File: src/rtl/seg_display_ctrl.sv
// seg_display_ctrl: 16-bit binary to 4-digit BCD converter (double-dabble, one bit per cycle)
// with a free-running scan-tick divider. Define SEG_DISPLAY_OVF_SAT_EN to saturate overflowed values to 9999.
`default_nettype none

module seg_display_ctrl #(
    parameter int REFRESH_DIV = 100000
) (
    input  logic        clk,
    input  logic        rst,
    input  logic [15:0] in_value,
    input  logic        in_valid,
    output logic        in_ready,
    output logic [3:0]  units,
    output logic [3:0]  tens,
    output logic [3:0]  hundreds,
    output logic [3:0]  thousands,
    output logic        ovf,
    output logic        conv_done,
    output logic        scan_tick
);

    typedef enum logic [1:0] {
        ST_IDLE = 2'd0,
        ST_CONV = 2'd1,
        ST_DONE = 2'd2
    } state_t;

    localparam int                 CNT_W    = $clog2(REFRESH_DIV);
    localparam logic [CNT_W-1:0]   CNT_LAST = CNT_W'(REFRESH_DIV - 1);

    state_t            state_q, state_d;
    logic [15:0]       shift_q, shift_d;
    logic [19:0]       bcd_q, bcd_d;
    logic [3:0]        iter_q, iter_d;
    logic [15:0]       digits_q, digits_d;
    logic              ovf_q, ovf_d;
    logic              done_q, done_d;
    logic [CNT_W-1:0]  cnt_q, cnt_d;
    logic [18:0]       bcd_adj;
    logic              handshake;
    logic              bcd_ovf;

    // Gated by rst so in_ready is low during reset yet high immediately after release.
    assign in_ready  = (state_q == ST_IDLE) && rst;
    assign handshake = in_valid && in_ready;
    assign bcd_ovf   = |bcd_q[19:16];

    // The ten-thousands nibble never reaches 5 before the final shift, so it needs no add-3.
    always_comb begin
        bcd_adj = bcd_q[18:0];
        for (int i = 0; i < 4; i++) begin
            if (bcd_q[4*i +: 4] >= 4'd5) begin
                bcd_adj[4*i +: 4] = bcd_q[4*i +: 4] + 4'd3;
            end
        end
    end

    always_comb begin
        state_d  = state_q;
        shift_d  = shift_q;
        bcd_d    = bcd_q;
        iter_d   = iter_q;
        digits_d = digits_q;
        ovf_d    = ovf_q;
        done_d   = 1'b0;
        case (state_q)
            ST_IDLE: begin
                if (handshake) begin
                    shift_d = in_value;
                    bcd_d   = '0;
                    iter_d  = '0;
                    state_d = ST_CONV;
                end
            end
            ST_CONV: begin
                {bcd_d, shift_d} = {bcd_adj, shift_q, 1'b0};
                iter_d           = iter_q + 4'd1;
                if (iter_q == 4'd15) begin
                    state_d = ST_DONE;
                end
            end
            ST_DONE: begin
                ovf_d   = bcd_ovf;
`ifdef SEG_DISPLAY_OVF_SAT_EN
                digits_d = bcd_ovf ? 16'h9999 : bcd_q[15:0];
`else
                digits_d = bcd_q[15:0];
`endif
                done_d  = 1'b1;
                state_d = ST_IDLE;
            end
            default: state_d = ST_IDLE;
        endcase
    end

    always_ff @(posedge clk or negedge rst) begin
        if (!rst) begin
            state_q <= ST_IDLE;
        end else begin
            state_q <= state_d;
        end
    end

    always_ff @(posedge clk or negedge rst) begin
        if (!rst) begin
            shift_q  <= '0;
            bcd_q    <= '0;
            iter_q   <= '0;
            digits_q <= '0;
            ovf_q    <= 1'b0;
            done_q   <= 1'b0;
            cnt_q    <= '0;
        end else begin
            shift_q  <= shift_d;
            bcd_q    <= bcd_d;
            iter_q   <= iter_d;
            digits_q <= digits_d;
            ovf_q    <= ovf_d;
            done_q   <= done_d;
            cnt_q    <= cnt_d;
        end
    end

    assign cnt_d     = (cnt_q == CNT_LAST) ? '0 : cnt_q + CNT_W'(1);
    assign scan_tick = (cnt_q == CNT_LAST);

    assign thousands = digits_q[15:12];
    assign hundreds  = digits_q[11:8];
    assign tens      = digits_q[7:4];
    assign units     = digits_q[3:0];
    assign ovf       = ovf_q;
    assign conv_done = done_q;

endmodule

`default_nettype wire

File: config.mk
export PLATFORM = sky130hd
export DESIGN_NAME = seg_display_ctrl
export DESIGN_NICKNAME = d
export VERILOG_FILES = /design/src/rtl/seg_display_ctrl.sv
export SDC_FILE = /design/constraint.sdc
export NUM_CORES = 1
export LEC_CHECK = 0
export CORE_MARGIN = 4
export CORE_UTILIZATION = 35
export CTS_CLUSTER_SIZE = 14
export DETAILED_ROUTE_END_ITERATION = 10
export DONT_BUFFER_PORTS = 1
export PLACE_DENSITY = 0.56
export SYNTH_ARGS = -nofsm -noshare
export SYNTH_HDL_FRONTEND = slang
export SYNTH_SLANG_ARGS = --single-unit
File: constraint.sdc
create_clock -name clk -period 2.3 [get_ports clk]
set_clock_uncertainty 0.2 [all_clocks]
set_input_delay 0.115 -clock clk [delete_from_list [all_inputs] [get_ports clk]]
set_output_delay 0.115 -clock clk [all_outputs]
set_load 0.02 [all_outputs]
==> key figures <==
Clock network
  – Resized Gates After CTS: 0
  – Clock Latency Late Sink: 0.35 ns
  – CTS tree: yes
  – Clock Tree Root: clkbuf_8
  – CTS H-tree lvls: 3
  – CTS Sinks: 77
  – Max clock buf depth: 2
  – Reg clk slew, reported paths: approximately 0.09 ns
  – Num CTS Buffers: 9

Die
  – Std-Cell Core Area: ~9700 um^2
  – Row count: 36
  – Starting density of the core: 0.357
  – Die Ht: roughly 110 um
  – Die area: around 12000 um^2
  – Chip width: approximately 110 um
  – IO Pins: 39

Pwr
  – Power share of the sequential group: 0.476
  – Power Density: 1200 nW/um^2
  – Peak supply drop: 0.614 mV
  – Internal Power: roughly 3.0 mW
  – Comb pwr share: 0.301
  – Psw: around 1.8 mW
  – Leakage: 1.76 nW
  – Sw Share: 0.378
  – Clk pwr share: 0.223

Global routing
  – Initial antenna violation count: 1
  – GR Util met1: 0.182
  – First-pass GRT wire length: ~12000 um
  – GRT Residual Overflow: 0
  – Busiest grt layer: met2
  – Vias in the first global route: 2455
  – Met3 Track Usage GR: 0.0330
  – Largest net degree at the start of global routing: 78
  – Overall routing resource usage: 0.134
  – GRT met2 Usage: 0.201

Layout
  – Design area: between 4000 and 5000 um^2
  – Share of layout cells above drive strength 1: 0.119
  – # nets final: between 300 and 400
  – Syn-to-layout area delta: 16.1%
  – Fill cells: 966
  – Antenna Cells: 0

Critical path
  – Setup crit start: cnt_q[0]$_DFF_PN0_
  – Reg-to-Reg Start: bcd_q[4]$_DFFE_PN0P_
  – CP endpoint kind: primary output
  – Register-to-Register Path Depth: 6
  – Crit-path max FO: 10
  – Crit path capture: scan_tick
  – R2R Setup Slk: around 0.35 ns
  – Critical path type: flip-flop to primary output
  – Worst EP arrival: roughly 1.7 ns
  – Crit path launch type: flip-flop
  – WP data required: 1.99 ns
  – Reg2reg end: bcd_q[6]$_DFFE_PN0P_

Logic synthesis
  – Post-synth EDFFs: 0
  – Synth area leader: dfrtp_1
  – Syn. warnings: 0
  – Count of distinct cell types in the synthesized netlist: 36
  – Top-area cell type share of the netlist area: 0.555
  – Main synth FF type: dfrtp_1
  – Mean Syn Cell Area: 10.6 um^2
  – Most area-consuming cells after synthesis: dfrtp_1 55%, nor2_1 4.3%, mux2_2 3.9%, ha_1 3.6%, xor2_1 3.5%
  – Count leader, synth: dfrtp_1
  – Fraction of registers with async set/reset: 1.00
  – Synthesized area: 3470 um^2
  – Share of the yosys chip area belonging to registers: 0.555
  – Seq cells post-synth: 77
  – Synth Net Count: 357
  – Synth Instances: 328
  – Commonest cells post-synth: 77 x dfrtp_1, 40 x nor2_1, 26 x nand2_1

Placement
  – Post-DP HPWL: 4410 um
  – GPL Wtd Cong: 0.800
  – Cell Area, Placed: 3610 um^2
  – Port bufs: 0

Routing
  – Drt via density: a little under 5
  – Drt drc: 0
  – Vias post-DR: 2385
  – TritonRoute pass-1 iters: 4
  – Wirelength per Cell: 14.3 um
  – Final wirelength: 6990 um
  – Antenna viol nets, final: 0
  – Initial drt markers: 114

Flow run
  – Max-cap viol count: 0

STA
  – Slew HR: 0.695
  – Final setup violating endpoints: 0
  – F_max: 495 MHz
  – Worst-Margin Slew: between 0.4 and 0.5 ns
  – Setup TNS: 0 ns
  – Final min period: slightly above 2 ns
  – Fin. max-slew vios: 0
  – Unrepaired setup endpoints after global routing: no
  – Final Hold Viols: 0
  – Final critical-path share of the clock period: 0.878

Outcome
  – Outcome: complete, no violations

Min path
  – Hold/Removal Path Class: primary input to async pin
-- worst max-delay path: stages (launching register included) --
cell and delay, ns:
dfrtp_1 0.40, ha_1 0.22, and4_1 0.35, and4_4 0.38
-- kinds of logic (layout without fill, tap and decap cells) --
logic type | Yosys count | count (layout) | share of synthesized area
multiplexers | 13 | 13 | 0.0418
adder cells (fa/ha/maj) | 10 | 10 | 0.0360
AO/OA/AOI/OAI | 56 | 56 | 0.0983
flip-flops | 77 | 77 | 0.555
AND/OR/NAND/NOR | 122 | 122 | 0.175
buffers and inverters | 27 | 53 | 0.0364
XOR/XNOR | 23 | 23 | 0.0580
-- routing by layer --
metal	vias up	wire (um)
met5	-	0
met3	11	322
met1	1165	3330
li1	1175	-
met4	0	137
met2	34	3200
-- state kept, by name (all words and copies together), names as in the netlist --
register and cells:
conv_done 1, ovf 1, shift_q 16, cnt_q 17, digits_q 16, bcd_q 20
iter_q 4, state_q 2
-- worst min-delay path by stage --
| stage | to | slack, ns | depth (start not counted) |
|---|---|---|---|
| 2_1_floorplan | bcd_q[0]$_DFFE_PN0P_ | -0.38 | 0 |
| 3_3_place_gp | cnt_q[8]$_DFF_PN0_ | -0.38 | 0 |
| 3_5_place_dp | cnt_q[8]$_DFF_PN0_ | -0.38 | 0 |
| 4_1_cts | cnt_q[8]$_DFF_PN0_ | 0.10 | 2 |
| 5_1_grt | cnt_q[6]$_DFF_PN0_ | 0.13 | 2 |
| 6_report | cnt_q[6]$_DFF_PN0_ | 0.10 | 2 |
-- per-stage QoR --
step / total power [mW] / hold slack (ns) / setup slack, ns / instances / utilization
final: 4.83 / 0.103 / 0.281 / 487 / 0.414
after global routing: 5.21 / 0.132 / 0.201 / 487 / 0.414
after CTS: 4.89 / 0.104 / 0.264 / 487 / 0.414
after detailed placement: 3.74 / -0.378 / 0.420 / 451 / 0.371
after global placement: 3.68 / -0.378 / 0.435 / 451 / 0.371
after floorplan: 3.38 / -0.381 / 0.549 / 328 / -
-- layout by cell type (no fill, tap or decap), types with 2 or more instances in the layout --
cell           Yosys  layout
dfrtp_1           77      77
nor2_1            40      40
nand2_1           26      26
nand3_1           24      24
o21ai_0           23      23
dlygate4sd3_1      0      19
o22ai_1           15      15
xor2_1            14      14
mux2_2            12      12
inv_1             10      10
ha_1              10      10
clkbuf_8           0      10
xnor2_1            9       9
o31ai_1            9       9
buf_4              0       7
nand2b_1           7       6
nand4_1            4       4
a21oi_1            4       4
a32o_1             4       4
and4_1             3       3
nor4bb_1           2       2
and4_4             2       2
and3_1             2       2
nor2b_1            2       2
and2_1             2       2
clkinvlp_4         0       2
-- power groups by stage --
stage / Clock [mW] / Combinational [mW] / Sequential [mW]
floorplan: 0 / 1.15 / 2.22
global placement: 0 / 1.36 / 2.32
detailed placement: 0 / 1.41 / 2.33
CTS: 1.10 / 1.48 / 2.31
global route: 1.16 / 1.68 / 2.36
finish: 1.08 / 1.46 / 2.30
-- cell type report --
class	instances	area [um^2]	area share
Clock buffer	10	138	0.0341
Clock inverter	6	70.1	0.0174
Inverter	10	37.5	0.00931
Multi-Input combinational cell	224	1420	0.353
Sequential cell	77	1930	0.478
Tap cell	133	166	0.0413
Timing Repair Buffer	27	270	0.0670
-- what timing repair did --
item / 4_1_cts / 5_1_grt
endpoints found under the hold margin: 95 / 0
hold buffers: 20 / 0
buffers inserted: 0 / 0
Note: power is estimated with default switching activity, not from simulation.
